## config.mk

```make
export PLATFORM = sky130hd
export DESIGN_NAME = serv_rd_deser
export DESIGN_NICKNAME = d
export VERILOG_FILES = /design/src/rtl/serv_rd_deser.sv
export SDC_FILE = /design/constraint.sdc
export NUM_CORES = 1
export LEC_CHECK = 0
export ABC_AREA = 1
export CORE_ASPECT_RATIO = 0.6
export CORE_MARGIN = 2
export CORE_UTILIZATION = 43
export CTS_CLUSTER_DIAMETER = 100
export CTS_CLUSTER_SIZE = 25
export DETAILED_ROUTE_END_ITERATION = 6
export HOLD_SLACK_MARGIN = 0.05
export PLACE_DENSITY = 0.7
export SLEW_MARGIN = 40
export SYNTH_ARGS = -nofsm -noshare
export SYNTH_HDL_FRONTEND = slang
export SYNTH_SLANG_ARGS = --single-unit
```

## constraint.sdc

```tcl
create_clock -name clk -period 2.04 [get_ports clk]
set_input_delay 0.204 -clock clk [delete_from_list [all_inputs] [get_ports clk]]
set_output_delay 0.204 -clock clk [all_outputs]
set_load 0.005 [all_outputs]
```

## src/rtl/serv_rd_deser.sv

```systemverilog
// serv_rd_deser: collects the SERV bit-serial result stream (LSB first) into a
// 32-bit word, generates the ALU first-bit strobe and presents the result over
// a valid/ready handshake.
//
// Optional feature macro: SERV_RD_DESER_CMP_EN
//   defined   -> i_cmp is captured on the last qualified bit and drives o_cmp
//   undefined -> no capture register, o_cmp tied low, i_cmp unused
module serv_rd_deser #(
    parameter int B = 0,
    parameter int W = 1
) (
    input  logic         clk,
    input  logic         i_rst_n,
    input  logic         i_start,
    input  logic         i_en,
    input  logic [W-1:0] i_rd,
    input  logic         i_cmp,
    output logic         o_cnt0,
    output logic         o_busy,
    output logic         o_valid,
    input  logic         i_ready,
    output logic [31:0]  o_data,
    output logic         o_cmp,
    output logic         o_overrun
);

    // Only the single-lane, bit-0 configuration is implemented.
    generate
        if (B != 0) begin : g_bad_b
            $error("serv_rd_deser: only B=0 is supported");
        end
        if (W != 1) begin : g_bad_w
            $error("serv_rd_deser: only W=1 is supported");
        end
    endgenerate

    typedef enum logic [1:0] {
        IDLE  = 2'd0,
        SHIFT = 2'd1,
        HOLD  = 2'd2
    } state_t;

    state_t      state, state_n;
    logic [4:0]  cnt, cnt_n;
    logic [31:0] sr, sr_n;
    logic        overrun_n;
    logic        overrun_q;
    logic        last_bit;

    // Next-state, counter, shift register and overrun detection.
    always_comb begin
        state_n   = state;
        cnt_n     = cnt;
        sr_n      = sr;
        overrun_n = 1'b0;
        last_bit  = 1'b0;
        case (state)
            IDLE: begin
                if (i_start) begin
                    state_n = SHIFT;
                    cnt_n   = 5'd0;
                end
            end
            SHIFT: begin
                // A start request while collecting is dropped and flagged.
                if (i_start) overrun_n = 1'b1;
                if (i_en) begin
                    sr_n  = {i_rd[B], sr[31:1]};
                    cnt_n = cnt + 5'd1;
                    if (cnt == 5'd31) begin
                        state_n  = HOLD;
                        last_bit = 1'b1;
                    end
                end
            end
            HOLD: begin
                if (i_ready) begin
                    // Accept and restart in the same cycle keeps transfers back-to-back.
                    if (i_start) begin
                        state_n = SHIFT;
                        cnt_n   = 5'd0;
                    end else begin
                        state_n = IDLE;
                    end
                end else if (i_start) begin
                    overrun_n = 1'b1;
                end
            end
            default: begin
                state_n = IDLE;
                cnt_n   = 5'd0;
            end
        endcase
    end

    // State, counter, shift register and overrun pulse registers.
    always_ff @(posedge clk) begin
        if (!i_rst_n) begin
            state     <= IDLE;
            cnt       <= 5'd0;
            sr        <= 32'd0;
            overrun_q <= 1'b0;
        end else begin
            state     <= state_n;
            cnt       <= cnt_n;
            sr        <= sr_n;
            overrun_q <= overrun_n;
        end
    end

`ifdef SERV_RD_DESER_CMP_EN
    logic cmp_q;

    // Compare flag is taken together with bit 31 and held until the next word.
    always_ff @(posedge clk) begin
        if (!i_rst_n) begin
            cmp_q <= 1'b0;
        end else if (last_bit) begin
            cmp_q <= i_cmp;
        end
    end

    assign o_cmp = cmp_q;
`else
    logic unused_cmp;
    assign unused_cmp = i_cmp ^ last_bit;
    assign o_cmp      = 1'b0;
`endif

    assign o_busy    = (state == SHIFT);
    assign o_cnt0    = (state == SHIFT) && (cnt == 5'd0);
    assign o_valid   = (state == HOLD);
    // sr only moves in SHIFT, so it is stable for the whole HOLD period.
    assign o_data    = sr;
    assign o_overrun = overrun_q;

endmodule

```

* Yosys cells after proc, flatten, opt, wreduce, memory -nomap -nowiden
Index checks and enable logic that the tools add are counted.
** Storage, ports and cells
- Output and inout bits :: 37
- Input port bits :: 7
- Flip-flop bits (word level) :: 40
- Logic and storage cells :: 31
** Cells by class
- Reductions and logical operators :: 6
- Add/subtract/negate cells :: 1
- Mux-type cells :: 13
- Eq/ne operators :: 7
** Operator list (count)
- 5-bit 2-to-1 mux :: 3
- 5-bit one-hot mux with 3 select lines :: 1
- 2-bit 2-to-1 mux :: 4
- 2-bit one-hot mux with 3 select lines :: 1
- 5-bit by 1-bit adder with 5-bit output (second input constant) :: 1
- 5-bit == test (second input constant) :: 1
- 5-bit zero test :: 1
- 2-bit by 1-bit != test with 1-bit output (second input constant) :: 2
- 2-bit != test (second input constant) :: 2
- 2-bit AND reduction :: 2
- 4-bit AND reduction :: 1
- 1-bit 2-to-1 mux :: 3
- 2-bit by 1-bit == test with 1-bit output (second input constant) :: 1
- 2-bit == test (second input constant) :: 1
- 2-bit zero test :: 1
- 1-bit one-hot mux with 2 select lines :: 1
- 1-bit logical AND :: 1

* Logic depth before layout (Yosys ltp)
Gate-level depths: netlist (run 1).
- Word-level depth :: 4
- Mapped depth :: 9
- Depth with buffers taken out :: 9

* Worst setup path before layout (run 1)
No wires, ideal clock.
- Path type :: flip-flop to flip-flop
- Start point :: register cnt[0]
- End point :: register state[0]
- Setup time :: 0.113 ns
- Slack :: 0.644 ns
- Required time :: 1.927 ns
- Stages on the path, launching flop included :: 10
- Path buffers :: 0
- Arrival time :: 1.283 ns
- Period minus slack after synthesis :: 1.396 ns
- Path through :: dfxtp_1 > ha_1 > nand2_1 > nor2_1 > ha_1 > nor2_1 > nor3_1 > nand2_1 > nand2_1 > nor2_1
** On the way
- Cells in the longest elaborated chain, start to end :: 3
** RTL lines
- start, declared :: RTL line 44 : logic [4:0] cnt, cnt_n;
- start signal, assigned :: RTL line 105 : cnt <= cnt_n;
- 5-bit == test :: RTL line 70 : if (cnt == 5'd31) begin
- 2-bit by 1-bit != test with 1-bit output (no source line)
- 4-bit AND reduction (no source line)
- end signal, assigned :: RTL line 104 : state <= state_n;
- end, declared :: RTL line 43 : state_t state, state_n;
No other way between the ends.
A chain may end at the register's enable or synchronous reset.

* Final worst setup path (run 1)
- Start point :: register state[1]
- End point :: output o_cnt0
** On the way
- Cells in the longest elaborated chain, start to end :: 2
** RTL lines
- 2-bit by 1-bit == test with 1-bit output :: RTL line 131 : assign o_cnt0 = (state == SHIFT) && (cnt == 5'd0);
- 1-bit logical AND :: RTL line 131
- end, declared :: RTL line 18 : output logic o_cnt0,
No other way between the ends.

==> insert_results.sql, run 1 <==
INSERT INTO impl_metrics (metric_group, metric, value, unit) VALUES
('outcome', 'status', 'complete, no violations', ''),
('min_path', 'min_path_type', 'reg2reg', ''),
('detailed_routing', 'drt_pass1_iterations', '4', ''),
('synth', 'synth-warning-count', '0', ''),
('timing', 'timing.fmax', '527.5', 'MHz'),
('grt', 'use_met3', '0.08254', ''),
('min_path', 'worstHoldPathCells', '2', ''),
('synth', 'synth.cells.most_frequent', 'nor2_1, dfxtp_1, o21ai_0', ''),
('placement', 'numPortBuffers', '41', ''),
('die', 'fp.dieArea', '4341', 'µm²'),
('critical_path', 'critical_path.max_fanout', '5', ''),
('timing', 'relSlewSlack', '0.6387', ''),
('critical_path', 'slowest_delay', '0.52', 'ns'),
('synth', 'synth_enable_flop_cells', '0', ''),
('critical_path', 'worstSetupPathType', 'reg2out', ''),
('job', 'max_cap_violations', '0', ''),
('timing', 'grt_setup_unrepaired', 'no', ''),
('detailed_routing', 'drt-vias-per-instance', '4.684', ''),
('timing', 'report.final.slew_viol_count', '0', ''),
('timing', 'post_route_clock_period_utilization', '0.9293', ''),
('critical_path', 'critical_path_depth', '5', ''),
('die', 'row_count', '17', ''),
('synth', 'flip_flop_cell_with_the_highest_count_after_synthesis', 'dfxtp_1', ''),
('clocking', 'cts_hold_buf', '0', ''),
('finish', 'num-nets-final', '276', ''),
('synth', 'synth.avg_cell_area', '7.389', 'µm²'),
('synth', 'async_set_or_reset_flop_fraction_in_the_synthesized_netlist', '0', ''),
('finish', 'final_core_utilization', '0.5985', ''),
('timing', 'fin_setup_tns', '0', 'ns'),
('power_and_ir_drop', 'power_per_cell_area', '1268', 'nW/µm²'),
('placement', 'post_dp_cell_area', '2063', 'µm²'),
('die', 'pin_count', '44', ''),
('finish', 'insertedDiodeCount', '0', ''),
('clocking', 'clock-sinks', '40', ''),
('placement', 'routabilityCongestion', '0.8383', ''),
('detailed_routing', 'routed_wl', '3574', 'µm'),
('critical_path', 'critical-path-top-delay-family', 'buffers and inverters', ''),
('timing', 'finalWorstPathRequiredPeriod', '1.896', 'ns'),
('grt', 'grt_first_pass_wirelength', '6016', 'µm'),
('die', 'initial_utilization', '0.4484', ''),
('finish', 'layout.cell_area.non_filler', '2190', 'µm²'),
('detailed_routing', 'post-route-drc-count', '0', ''),
('detailed_routing', 'drt_iter0_drc', '53', ''),
('finish', 'post_route_cells_drive_above_1_share', '0.06844', ''),
('synth', 'synth-seq-area-share', '0.4882', ''),
('clocking', 'cts_tree', 'yes', ''),
('grt', 'grtUsageTotal', '0.1802', ''),
('synth', 'synth_largest_area_cell', 'dfxtp_1', ''),
('clocking', 'post_cts_resized', '0', ''),
('timing', 'worst_slew_pin_slew', '0.5411', 'ns'),
('grt', 'met1_usage', '0.2377', ''),
('critical_path', 'crit_chain', 'inv_1, ha_1, inv_2, nor3_2, clkdlybuf4s50_1', ''),
('grt', 'global_route.usage.met2', '0.2600', ''),
('die', 'die_height', '51.84', 'µm'),
('critical_path', 'worstSetupEndpointType', 'primary output', ''),
('detailed_routing', 'wire_per_inst', '11.53', 'µm'),
('timing', 'timing.final.ws_setup', '0.1442', 'ns'),
('synth', 'yosys_register_bits', '40', ''),
('synth', 'netlist_top_cells_area', 'dfxtp_1, nor2_1, o21ai_0', ''),
('synth', 'netlist_instances', '222', ''),
('clocking', 'cts_max_level', '2', ''),
('die', 'die_wd', '83.74', 'µm'),
('finish', 'area.growth.synth_to_final', '33.49', '%'),
('grt', 'largest_net_degree_at_the_start_of_global_routing', '38', ''),
('clocking', 'clk_pin_slew_worst_paths', '0.08', 'ns'),
('critical_path', 'ff2ff_path_depth', '9', ''),
('placement', 'post-dp-hpwl', '2218', 'µm'),
('grt', 'grt_antenna_before_repair', '0', ''),
('clocking', 'clock-root-buffer', 'clkbuf_8', ''),
('critical_path', 'critical_path.slowest_cell', 'clkdlybuf4s50_1', ''),
('timing', 'timing.clock.skew', '0.004285', 'ns');
-- cells by family (layout without fill, tap and decap cells) --
| family | Yosys count | in the layout | synth area share |
|---|---|---|---|
| compound gates | 40 | 40 | 0.1220 |
| fa+ha+maj | 7 | 7 | 0.05339 |
| buf+inv | 27 | 68 | 0.07856 |
| flops | 40 | 40 | 0.4882 |
| other cells | 1 | 1 | 0.002286 |
| simple gates | 107 | 107 | 0.2555 |
-- sequential cells by signal (all words and copies together) (netlist names) --
register,cells
cnt,5
o_data,32
o_overrun,1
state,2
-- stage by stage --
step	hold WS [ns]	instances
after floorplan	0.3323	222
after global routing	0.4987	310
after CTS	0.4835	310
final	0.4834	310
after global placement	0.4695	302
after detailed placement	0.4717	302
-- tightest hold or removal path: stages, from the launching register on --
cell,delay (ns)
dfxtp_1,0.33
nand2_1,0.06
a21oi_1,0.05
-- metal layers --
layer / share of wire / routed length (µm)
met5: 0 / 0
met4: 0.013 / 46
met3: 0.067 / 240
met2: 0.40 / 1413
met1: 0.52 / 1875
-- power breakdown --
group          switching, mW  total, mW  internal [mW]
sequential             0.138       1.10          0.958
combinational          0.480      0.992          0.512
clock                  0.288      0.688          0.400
-- layout make-up --
type                    instances  share of cell area
flip-flops and latches         40              0.3657
multi-input cells             155              0.3269
repair buffers                 44              0.1977
clock buffers                   6             0.03771
inverters                      16             0.02743
well taps                      47             0.02686
clock inverters                 2             0.01771
-- path summary, 6_finish.rpt --
| path | start | slack, ns | end |
|---|---|---|---|
| worst min-delay path | cnt[3]$_SDFFE_PN0P_ | 0.48 | cnt[3]$_SDFFE_PN0P_ |
| worst max register to register | cnt[0]$_SDFFE_PN0P_ | 0.42 | state[0]$_SDFFE_PN0P_ |
| worst min register to register | cnt[3]$_SDFFE_PN0P_ | 0.48 | cnt[3]$_SDFFE_PN0P_ |
| worst max-delay path | state[1]$_SDFFE_PN0P_ | 0.14 | o_cnt0 |
-- cell usage in the layout (no fill, tap or decap) --
| cell type | instances |
|---|---|
| conb_1 | 1 |
| buf_4 | 3 |
| inv_2 | 3 |
| nor2_1 | 75 |
| clkbuf_8 | 6 |
| nor2_2 | 1 |
| nor3_2 | 1 |
| nand2_2 | 2 |
| clkinv_4 | 1 |
| nor3_1 | 1 |
| nand2_1 | 22 |
| ha_1 | 7 |
| a21oi_1 | 6 |
| nand3_1 | 4 |
| o21ai_0 | 34 |
| nand4_1 | 1 |
| dfxtp_1 | 40 |
| bufinv_16 | 1 |
| inv_1 | 13 |
| clkdlybuf4s50_1 | 41 |
Power figures use the tool's default switching activity.
==> run 2, diff against run 1 <==
Settings changed: HOLD_SLACK_MARGIN 0.05 to 0.15.
==> results of run 2 <==
The final DEF is identical to that of run 1; final timing and power are the same.
